<file path="config.mk">
export PLATFORM = sky130hd
export DESIGN_NAME = mem_arbiter
export DESIGN_NICKNAME = d
export VERILOG_FILES = /design/src/rtl/mem_arbiter.sv
export SDC_FILE = /design/constraint.sdc
export NUM_CORES = 1
export LEC_CHECK = 0
export BUFFER_PORTS_ARGS = -buffer_cell sky130_fd_sc_hd__buf_2
export CORE_MARGIN = 2
export CORE_UTILIZATION = 30
export DETAILED_ROUTE_END_ITERATION = 12
export SETUP_SLACK_MARGIN = 0.15
export SYNTH_ARGS = -nofsm -noshare
export SYNTH_HDL_FRONTEND = slang
export SYNTH_SLANG_ARGS = --single-unit
</file>
<file path="constraint.sdc">
create_clock -name clk_i -period 1.85 [get_ports clk_i]
set_clock_uncertainty 0.15 [all_clocks]
set_input_delay 0.4625 -clock clk_i [delete_from_list [all_inputs] [get_ports clk_i]]
set_output_delay 0.4625 -clock clk_i [all_outputs]
set_load 0.005 [all_outputs]
</file>
<file path="src/rtl/mem_arbiter.sv">
// Two-port arbiter in front of the single-port SRAM, one transaction in flight (IDLE->ISSUE->RESP).
// Build option MEM_ARB_RR_EN: round-robin tie-break; otherwise port 1 has fixed priority.
module mem_arbiter #(
  parameter int DATA_WIDTH = 32,
  parameter int ADDR_WIDTH = 22,
  parameter int STRB_WIDTH = DATA_WIDTH / 8
) (
  input  logic                  clk_i,
  input  logic                  reset_i,
  input  logic                  p0_valid_i,
  output logic                  p0_ready_o,
  input  logic [ADDR_WIDTH-1:0] p0_addr_i,
  input  logic [DATA_WIDTH-1:0] p0_wdata_i,
  input  logic [STRB_WIDTH-1:0] p0_wstrb_i,
  output logic [DATA_WIDTH-1:0] p0_rdata_o,
  input  logic                  p1_valid_i,
  output logic                  p1_ready_o,
  input  logic [ADDR_WIDTH-1:0] p1_addr_i,
  input  logic [DATA_WIDTH-1:0] p1_wdata_i,
  input  logic [STRB_WIDTH-1:0] p1_wstrb_i,
  output logic [DATA_WIDTH-1:0] p1_rdata_o,
  output logic [STRB_WIDTH-1:0] mem_wen_o,
  output logic [ADDR_WIDTH-1:0] mem_addr_o,
  output logic [DATA_WIDTH-1:0] mem_wdata_o,
  input  logic [DATA_WIDTH-1:0] mem_rdata_i,
  output logic                  grant_o
);

  typedef enum logic [1:0] {IDLE, ISSUE, RESP} state_e;

  state_e                state_q;
  logic                  grant_q;
  logic                  p0_ready_q, p1_ready_q;
  logic [DATA_WIDTH-1:0] p0_rdata_q, p1_rdata_q;
  logic [STRB_WIDTH-1:0] mem_wen_q;
  logic [ADDR_WIDTH-1:0] mem_addr_q;
  logic [DATA_WIDTH-1:0] mem_wdata_q;
  logic                  win_d;

`ifdef MEM_ARB_RR_EN
  // rr_q names the port favoured on the next tie
  logic rr_q;

  always_comb begin
    win_d = p1_valid_i;
    if (p0_valid_i && p1_valid_i) win_d = rr_q;
  end

  always_ff @(posedge clk_i) begin
    if (reset_i)
      rr_q <= 1'b0;
    else if (state_q == RESP)
      rr_q <= ~grant_q;
  end
`else
  always_comb begin
    win_d = p1_valid_i;
  end
`endif

  // The SRAM address/data/strobe registers double as the request latch, so the
  // SRAM sees the request during ISSUE and its registered read lands in RESP.
  always_ff @(posedge clk_i) begin
    if (reset_i) begin
      state_q     <= IDLE;
      grant_q     <= 1'b0;
      p0_ready_q  <= 1'b0;
      p1_ready_q  <= 1'b0;
      p0_rdata_q  <= '0;
      p1_rdata_q  <= '0;
      mem_wen_q   <= '0;
      mem_addr_q  <= '0;
      mem_wdata_q <= '0;
    end else begin
      p0_ready_q <= 1'b0;
      p1_ready_q <= 1'b0;
      case (state_q)
        IDLE: begin
          mem_wen_q <= '0;
          if (p0_valid_i || p1_valid_i) begin
            grant_q     <= win_d;
            mem_addr_q  <= win_d ? p1_addr_i  : p0_addr_i;
            mem_wdata_q <= win_d ? p1_wdata_i : p0_wdata_i;
            mem_wen_q   <= win_d ? p1_wstrb_i : p0_wstrb_i;
            state_q     <= ISSUE;
          end
        end
        ISSUE: begin
          mem_wen_q <= '0;
          state_q   <= RESP;
        end
        RESP: begin
          mem_wen_q <= '0;
          if (grant_q) begin
            p1_rdata_q <= mem_rdata_i;
            p1_ready_q <= 1'b1;
          end else begin
            p0_rdata_q <= mem_rdata_i;
            p0_ready_q <= 1'b1;
          end
          state_q <= IDLE;
        end
        default: begin
          mem_wen_q <= '0;
          state_q   <= IDLE;
        end
      endcase
    end
  end

  // Gate strobes with reset so a write caught in ISSUE never reaches the SRAM edge.
  assign mem_wen_o   = reset_i ? '0 : mem_wen_q;
  assign mem_addr_o  = mem_addr_q;
  assign mem_wdata_o = mem_wdata_q;
  assign p0_ready_o  = p0_ready_q;
  assign p1_ready_o  = p1_ready_q;
  assign p0_rdata_o  = p0_rdata_q;
  assign p1_rdata_o  = p1_rdata_q;
  assign grant_o     = grant_q;

endmodule
</file>
# After elaboration in Yosys (flattened, before gate mapping)
# Cells that the tools add are included.
# totals
reg_bits,127
in_bits,152
output_inout_bits,125
wordCells,31
# op_classes
eq_ne,3
n_mux,8
bitwise,4
reduce_logical,7
# op_table
operator,n
$mux W32,1
$mux W22,1
$mux W4,2
$reduce_and A2 Y1,3
$not A1 Y1,4
$pmux W2 S2,1
$reduce_or A3 Y1,1
$eq A2 B1 Y1 const B,1
$eq A2 B2 Y1 const B,1
$logic_not A2 Y1,1
$mux W1,2
$mux W2,1
$ne A2 B2 Y1 const B,1
$reduce_or A2 Y1,1
$logic_or A1 B1 Y1,1

# Longest topological paths before layout
# Gate-level depths: netlist (run 1).
# depth
depth_word,3
depth_mapped,6
depth_no_buf,3

# Worst setup path before layout (run 1)
# OpenSTA, ideal clock, no wires.
# synth_timing
kind,input-to-reg
from,in p1_valid_i
to,reg mem_addr_q[12] (netlist: mem_addr_o[12])
setup_ns,0.146
arrival_time_ns,1.343
required_time_ns,1.554
setup_slack_ns,0.211
stages,6
n_path_buf,3
path_cell_list,buf_2 or2_1 buf_2 buf_2 a21oi_1 a211oi_2
# synth_between
elab_chain_cells,2
elab_cells_between_ends,3
classes_between,mux (1); reduce/logical (2)
# synth_rtl
element,line_no,source
"start, declared",16,"input logic p1_valid_i,"
$logic_or A1 B1 Y1,80,if (p0_valid_i || p1_valid_i) begin
$reduce_and A2 Y1 (no source line),--,
"end signal, assigned",82,mem_addr_q <= win_d ? p1_addr_i : p0_addr_i;
"end, declared",36,logic [ADDR_WIDTH-1:0] mem_addr_q;
# Parallel ways exist; a longest one is shown, timed or not.
# A chain may end at the register's enable or synchronous reset.

# Worst setup path after layout (run 1)
# layout_timing
from,reg grant_q (netlist: grant_o)
to,out grant_o
# layout_rtl
element,line_no,source
"start, declared",32,logic grant_q;
"start signal, assigned",81,grant_q <= win_d;
"end, declared",26,output logic grant_o
# No word-level cell between the ends.

==> out/results.txt, run 1 <==
Post-synth EDFFs: 0
Mapped Area: 5270 um^2
post-synth top area share: 0.482
CTS Buf Count: 17
syn_area_per_cell: 9.38 um^2
Max-Cap Viols: 0
CTS max path bufs: 2
PortBufs: 276
nets: 975
number of synthesized register bits: 127
dpl cell area: 6920 um^2
peak supply drop: 0.571 mV
Final Core Density: 0.436
core footprint: 17,200 um^2
Worst Path Max Fanout: 4
final setup TNS: 0 ns
initial core utilization: 0.306
Critical Path RT: 1.24 ns
GPL Wtd Cong: 0.740
Netlist cell types: 22
crit path kind: flop to output port
sequential area share after synthesis: 0.482
fill count: 1,749
crit path launch type: flop
H-tree depth: 4
Die Y: 137 um
Skew-Pair Late Insertion Delay: 0.41 ns
GR met1 Demand/Resource: 0.196
GR peak layer: met2
initial DRC count: 141
ANT nets after route: 0
Mapped Cells: 562
DP Wirelength: 11.4 mm
num ports: 277
Setup-failing EPs final: 0
met2 Track Usage GR: 0.274
CP Capture Type: output port
HP Class: primary input to flop
Post-route DRC: 0
Tmin final: 1.64 ns
Die W: 137 um
setup ws final: 0.215 ns
fin crit share: 0.884
pre-CTS WS: 0.0636 ns
vias per cell: 4.63
Synth Warn #: 0
share of post-route cells with drive strength above 1: 0.453
Worst-Margin Slew: 0.395 ns
Max Slew Vio Count: 0
Mapped Nets: 714
CTS tree: built
Sink Count: 127
final hold vios: 0
vias: 4,907
Post-Layout Inst Area: 7510 um^2
Root Driver: clkbuf_16
vias in the first global route: 4,676
wire length per cell: 14.9 um
RSZ-0062 raised after global routing: false
CP arrival: 1.02 ns
final wirelength: 15.8 mm
Synth area leaders: dfxtp_1, a211oi_2, a21oi_1, mux2i_1, nand2_1
Post-CTS Hold Fix Bufs: 0
most instantiated library cell after synthesis: nand2_1
area of the die: 18,600 um^2
post-synth top area cell: dfxtp_1
share of flip-flops with an asynchronous set or reset: 0
power per cell area: 995 nW/um^2
wire length of the first global-routing pass: 23.9 mm
Commonest cells post-synth: nand2_1, dfxtp_1, a21oi_1, mux2i_1, a211oi_2
leakage power: 3.44 nW
area grow syn2layout: 42.5%
outcome: finished clean
Antenna diodes: 0
M3 GR Usage: 0.0589
Total GRT Usage: 0.165
top_reg_cell synth: dfxtp_1
initial antenna violation count: 0
drt pass-1 iters: 4
clock transition at the registers of the reported paths: 0.06 ns
Max-slew headroom: 0.736
largest net degree at the start of global routing: 51
row count: 48
grt ovf: 0
Fin Hold WS: 0.142 ns
Peak Freq: 612 MHz
## critical path, cell delays in order (launching register included)
cell     delay (ns)
dfxtp_2        0.33
buf_4          0.15
buf_2          0.14
## final cells by class
class	instances	area, um^2	area share
Timing Repair Buffer	296	1640	0.218
Multi-Input combinational cell	381	2460	0.328
Clock buffer	25	475	0.0633
Tap cell	225	282	0.0375
Clock inverter	6	108	0.0143
Sequential cell	127	2540	0.339
## cell families after synthesis
kind of cell	share of synthesized area
muxes	0.110
and+or+nand+nor	0.115
AOI/OAI and AO/OA	0.239
buffers and inverters	0.0534
DFF	0.482
## registers in the layout (all words and copies together), names as in the netlist
register,flops
grant_o,1
mem_addr_o,22
mem_wdata_o,32
mem_wen_q,4
p0_rdata_o,32
p0_ready_o,1
p1_rdata_o,32
p1_ready_o,1
state_q,2
## per-stage QoR
step                power, W  cells
finish               0.00747   1060
global route         0.00782   1060
global placement     0.00420   1029
detailed placement   0.00421   1029
CTS                  0.00758   1060
floorplan            0.00370    562
## timing repair
item,in CTS,in global routing
setup buffers,0,0
hold endpoints to repair,0,0
setup endpoints to repair,1,1
gates resized for setup,1,1
## placed cells by master, fill, tap and decap left out, drive strengths merged
cell type / netlist / layout
a211oi: 54 / 54
and3b: 1 / 1
nor2b: 4 / 4
buf: 31 / 296
nor2: 4 / 4
or2: 1 / 1
clkinv: 0 / 2
and2: 1 / 1
a21oi: 119 / 119
a21bo: 1 / 1
bufinv: 0 / 3
nor3b: 2 / 2
clkbuf: 23 / 25
or3b: 1 / 1
nand3b: 1 / 1
dfxtp: 127 / 127
nor3: 4 / 4
clkinvlp: 0 / 1
mux2i: 58 / 58
nand2: 130 / 130
## routing by layer
metal / vias to the layer above / routed length [um]
met4: 0 / 242
met1: 2211 / 6630
met5: - / 0
li1: 2486 / -
met2: 195 / 7330
met3: 15 / 1630
## final timing paths
| kind | slack [ns] | from | cells after the start | end |
|---|---|---|---|---|
| min reg2reg | 0.30 | p0_rdata_o[16] | 2 | p0_rdata_o[16] |
| min | 0.14 | mem_rdata_i[3] | 3 | p1_rdata_o[3] |
| max | 0.21 | grant_o | 2 | grant_o |
| max reg2reg | 0.32 | state_q[1] | 4 | p0_rdata_o[31] |
## report_power, final
part | internal [W] | total, W | switching (W) | leakage (nW)
combinational | 0.000533 | 0.00113 | 0.000596 | 2.11
sequential | 0.00292 | 0.00301 | 0.0000900 | 1.04
clock | 0.00218 | 0.00333 | 0.00116 | 0.281
total | 0.00563 | 0.00747 | 0.00184 | 3.44
(Power assumes the default switching activity.)
==> run 2, diff against run 1 <==
- clock period: 1.85 -> 2 ns (I/O delays scaled with it)
==> out/results.txt, run 2 (synthesized netlist as in run 1, its figures left out) <==
wire length of the first global-routing pass: 24.1 mm
sequential power share: 0.400
Skew-Pair Late Insertion Delay: 0.41 ns
largest net degree at the start of global routing: 97
grt ovf: 0
crit path buf inv count: 1
leakage power: 3.41 nW
slowest CP cell: dfxtp_1
Final Core Density: 0.433
RSZ-0062 raised after global routing: false
Fin Hold WS: 0.184 ns
origin of the critical flop-to-flop path: state_q[1]
vias in the first global route: 4,743
initial DRC count: 234
reg-to-reg endpoint: p0_rdata_o[31]
area of the die: 18,600 um^2
share of post-route cells with drive strength above 1: 0.451
Tmin final: 1.75 ns
PortBufs: 276
Crit path max-delay family: flip-flops
Antenna diodes: 0
Post-route DRC: 0
Critical Path RT: 1.35 ns
CP Capture Type: output port
worst reg2reg path depth: 4
row count: 48
core footprint: 17,200 um^2
Worst-Margin Slew: 0.531 ns
outcome: finished clean
fin crit share: 0.876
clock transition at the registers of the reported paths: 0.06 ns
Sw Share: 0.254
post-CTS setup buffers: 0
vias: 4,925
dpl cells: 1,023
final hold vios: 0
Die Y: 137 um
slowest cell delay on critical path: 0.50 ns
CTS tree: built
HP Class: primary input to flop
Worst Path Max Fanout: 6
Max-slew headroom: 0.646
Worst Hold Depth: 3
nets: 969
commonest non-fill, non-tap cell in the layout: buf_2
commonest non-fill, non-tap cells in the layout: buf_2, nand2_1, dfxtp_1
Sink Count: 127
NetSw: 0.00177 W
Die W: 137 um
CP arrival: 1.10 ns
Max-Cap Viols: 0
power share of the combinational group: 0.147
CTS max path bufs: 2
Internal: 0.00520 W
final setup TNS: 0 ns
Post-CTS Resized: 0
CP cell instances: buf_2
peak supply drop: 0.522 mV
DP Wirelength: 11.1 mm
num ports: 277
H-tree depth: 4
Max Slew Vio Count: 0
initial core utilization: 0.306
Post-CTS Hold Fix Bufs: 0
end point of the worst hold path: p1_rdata_o[28]
Clk pwr share: 0.453
hold_sp: mem_rdata_i[28]
wire length per cell: 15.1 um
final wirelength: 16.0 mm
crit path kind: flop to output port
Peak Freq: 571 MHz
area grow syn2layout: 41.6%
Setup-failing EPs final: 0
Total GRT Usage: 0.166
GPL Wtd Cong: 0.733
Root Driver: clkbuf_16
Reg2Reg Setup Slack: 0.43 ns
Non-Filler Instances: 1,055
initial antenna violation count: 0
crit path launch type: flop
drt pass-1 iters: 4
CTS Buf Count: 17
vias per cell: 4.67
power per cell area: 933 nW/um^2
ANT nets after route: 0
-- run 2: changes by cell type in the layout (fill, tap and decap cells not counted), sizes merged --
cell and change:
clkbuf -3, buf -6, clkinvlp +2, clkinv +2
-- run 2: power by group through the flow --
stage / combinational (W) / sequential (W) / clock, W
2_1_floorplan: 0.000580 / 0.00285 / 0
3_3_place_gp: 0.00103 / 0.00284 / 0
3_5_place_dp: 0.00104 / 0.00284 / 0
4_1_cts: 0.00104 / 0.00279 / 0.00325
5_1_grt: 0.00112 / 0.00281 / 0.00335
6_report: 0.00102 / 0.00279 / 0.00316
-- run 2: final cells by class --
class                           instances  area (um^2)
Tap cell                              225          282
Clock inverter                         10          136
Sequential cell                       127         2540
Multi-Input combinational cell        381         2460
Timing Repair Buffer                  290         1580
Clock buffer                           22          464
Fill cell                            1759         9770
-- run 2: per-stage QoR --
stage | setup WS (ns) | total power, W | instance area [um^2]
4_1_cts | 0.226 | 0.00708 | 7470
6_report | 0.248 | 0.00697 | 7470
2_1_floorplan | 0.323 | 0.00343 | 5270
3_3_place_gp | 0.160 | 0.00386 | 6870
5_1_grt | 0.191 | 0.00728 | 7470
3_5_place_dp | 0.143 | 0.00388 | 6870
-- run 2: worst max-delay path by stage --
stage                     startpoint        endpoint  slack, ns  depth (start not counted)
final                        grant_o         grant_o       0.25                          1
after global routing         grant_o         grant_o       0.19                          1
after CTS                    grant_o         grant_o       0.23                          1
after detailed placement  p1_valid_i  mem_wdata_o[0]       0.14                          5
after global placement    p1_valid_i  mem_wdata_o[1]       0.16                          5
after floorplan           p1_valid_i  mem_addr_o[12]       0.32                          6
-- run 2: metal layers --
| metal | share of wire | vias to the layer above | global-route usage |
|---|---|---|---|
| li1 | - | 2465 | - |
| met1 | 0.42 | 2256 | 0.197 |
| met2 | 0.48 | 190 | 0.279 |
| met3 | 0.093 | 14 | 0.0600 |
| met4 | 0.012 | 0 | 0.0521 |
| met5 | 0 | - | 0 |
==> run 3, diff against run 2 <==
- ABC_AREA: default -> 1
- CORE_MARGIN: 2 -> default
- CORE_UTILIZATION: 30 -> 25
==> out/results.txt, run 3 <==
grt ovf: 0
outcome: finished clean
leakage power: 4.47 nW
Max-Cap Viols: 0
Reg2Reg Setup Slack: 0.38 ns
nets: 1,318
post-synth top area share: 0.444
Sink Count: 127
commonest non-fill, non-tap cell in the layout: nand2_1
crit path launch type: primary input
num ports: 277
hold_sp: mem_rdata_i[19]
Die W: 153 um
Post-CTS Resized: 0
Synth Warn #: 0
CTS max path bufs: 2
Worst-Margin Slew: 0.601 ns
post-synth top area cell: dfxtp_1
H-tree depth: 4
CTS tree: built
Critical Path Start: reset_i
worst reg2reg path depth: 6
setup ws final: 0.358 ns
Critical Path RT: 1.35 ns
CP arrival: 0.99 ns
vias per cell: 4.18
most instantiated library cell after synthesis: nand2_1
Total GRT Usage: 0.151
Peak Freq: 609 MHz
CTS Buf Count: 17
origin of the critical flop-to-flop path: state_q[1]
Mapped Area: 5720 um^2
wire length of the first global-routing pass: 28.0 mm
initial DRC count: 291
peak supply drop: 0.388 mV
crit path kind: primary input to output port
RSZ-0062 raised after global routing: false
clock transition at the registers of the reported paths: 0.06 ns
Setup-failing EPs final: 0
top_reg_cell synth: dfxtp_1
final hold vios: 0
core footprint: 22,200 um^2
reg-to-reg endpoint: mem_wdata_o[10]
Max Slew Vio Count: 0
power per cell area: 852 nW/um^2
share of post-route cells with drive strength above 1: 0.282
Post-CTS Hold Fix Bufs: 0
drt pass-1 iters: 4
Root Driver: clkbuf_16
Commonest cells post-synth: nand2_1, nor2_1, dfxtp_1, inv_1, a21oi_1
HP Class: primary input to flop
Synth area leaders: dfxtp_1, nand2_1, nor2_1, inv_1, nand4_1
post-CTS setup buffers: 0
Tmin final: 1.64 ns
Post-route DRC: 0
Mapped Cells: 911
GPL Wtd Cong: 0.751
vias: 6,098
fin crit share: 0.821
number of synthesized register bits: 127
initial core utilization: 0.258
DP Wirelength: 12.5 mm
largest net degree at the start of global routing: 60
Post-synth EDFFs: 0
vias in the first global route: 5,497
Skew-Pair Late Insertion Delay: 0.41 ns
Mapped Nets: 1,063
Antenna diodes: 0
final wirelength: 17.6 mm
area of the die: 23,500 um^2
Netlist cell types: 18
ANT nets after route: 0
CP Capture Type: output port
initial antenna violation count: 0
commonest non-fill, non-tap cells in the layout: nand2_1, buf_2, nor2_1
wire length per cell: 12.0 um
syn_area_per_cell: 6.28 um^2
PortBufs: 276
final setup TNS: 0 ns
pre-CTS WS: 0.246 ns
row count: 54
area grow syn2layout: 38.6%
Max-slew headroom: 0.599
sequential area share after synthesis: 0.444
Worst Path Max Fanout: 10
Die Y: 153 um
crit path to: mem_wen_o[2]
share of flip-flops with an asynchronous set or reset: 0
[run 3: worst min-delay path by stage]
stage | depth (start not counted) | to | slack, ns
finish | 3 | p0_rdata_o[19] | 0.18
global route | 3 | p0_rdata_o[11] | 0.17
CTS | 3 | p0_rdata_o[21] | 0.15
detailed placement | 2 | p1_rdata_o[21] | 0.30
global placement | 2 | p1_rdata_o[22] | 0.30
floorplan | 2 | p1_rdata_o[22] | 0.31
[run 3: area by class of cell]
class	count	area, um^2
inverters	95	358
clock inverters	12	86.3
well taps	280	350
clock buffers	20	447
flip-flops and latches	127	2540
multi-input cells	630	2530
fillers	2400	14200
repair buffers	295	1620
[run 3: where the power goes]
group / internal [W] / switching (W)
registers: 0.00271 / 0.0000916
clock network: 0.00162 / 0.00120
logic: 0.000483 / 0.000657
[run 3: through the flow]
step           utilization  instance area (um^2)  power (W)  cells  hold slack, ns
6_report             0.358                  7940    0.00676   1459           0.179
5_1_grt              0.358                  7940    0.00716   1459           0.167
4_1_cts              0.358                  7940    0.00688   1459           0.155
3_5_place_dp         0.334                  7400    0.00401   1427           0.302
3_3_place_gp         0.334                  7400    0.00400   1427           0.296
2_1_floorplan            -                  5720    0.00349    911           0.307
[run 3: cells by family (layout without fill, tap and decap cells)]
| group | count (synthesis) | after routing | share of synthesized area |
|---|---|---|---|
| simple gates | 593 | 593 | 0.409 |
| compound gates | 37 | 37 | 0.0324 |
| buf+inv | 154 | 422 | 0.115 |
| flops | 127 | 127 | 0.444 |
[run 3: worst max-delay path, stage by stage]
cell	delay, ns
buf_2	0.25
nor2_1	0.10
buf_2	0.14
[run 3: layer usage]
metal,vias up,track usage,wire length (um)
met1,2626,0.179,7880
met3,21,0.0445,1360
met4,0,0.0592,267
li1,3220,-,-
met2,231,0.254,8050
met5,-,0,0
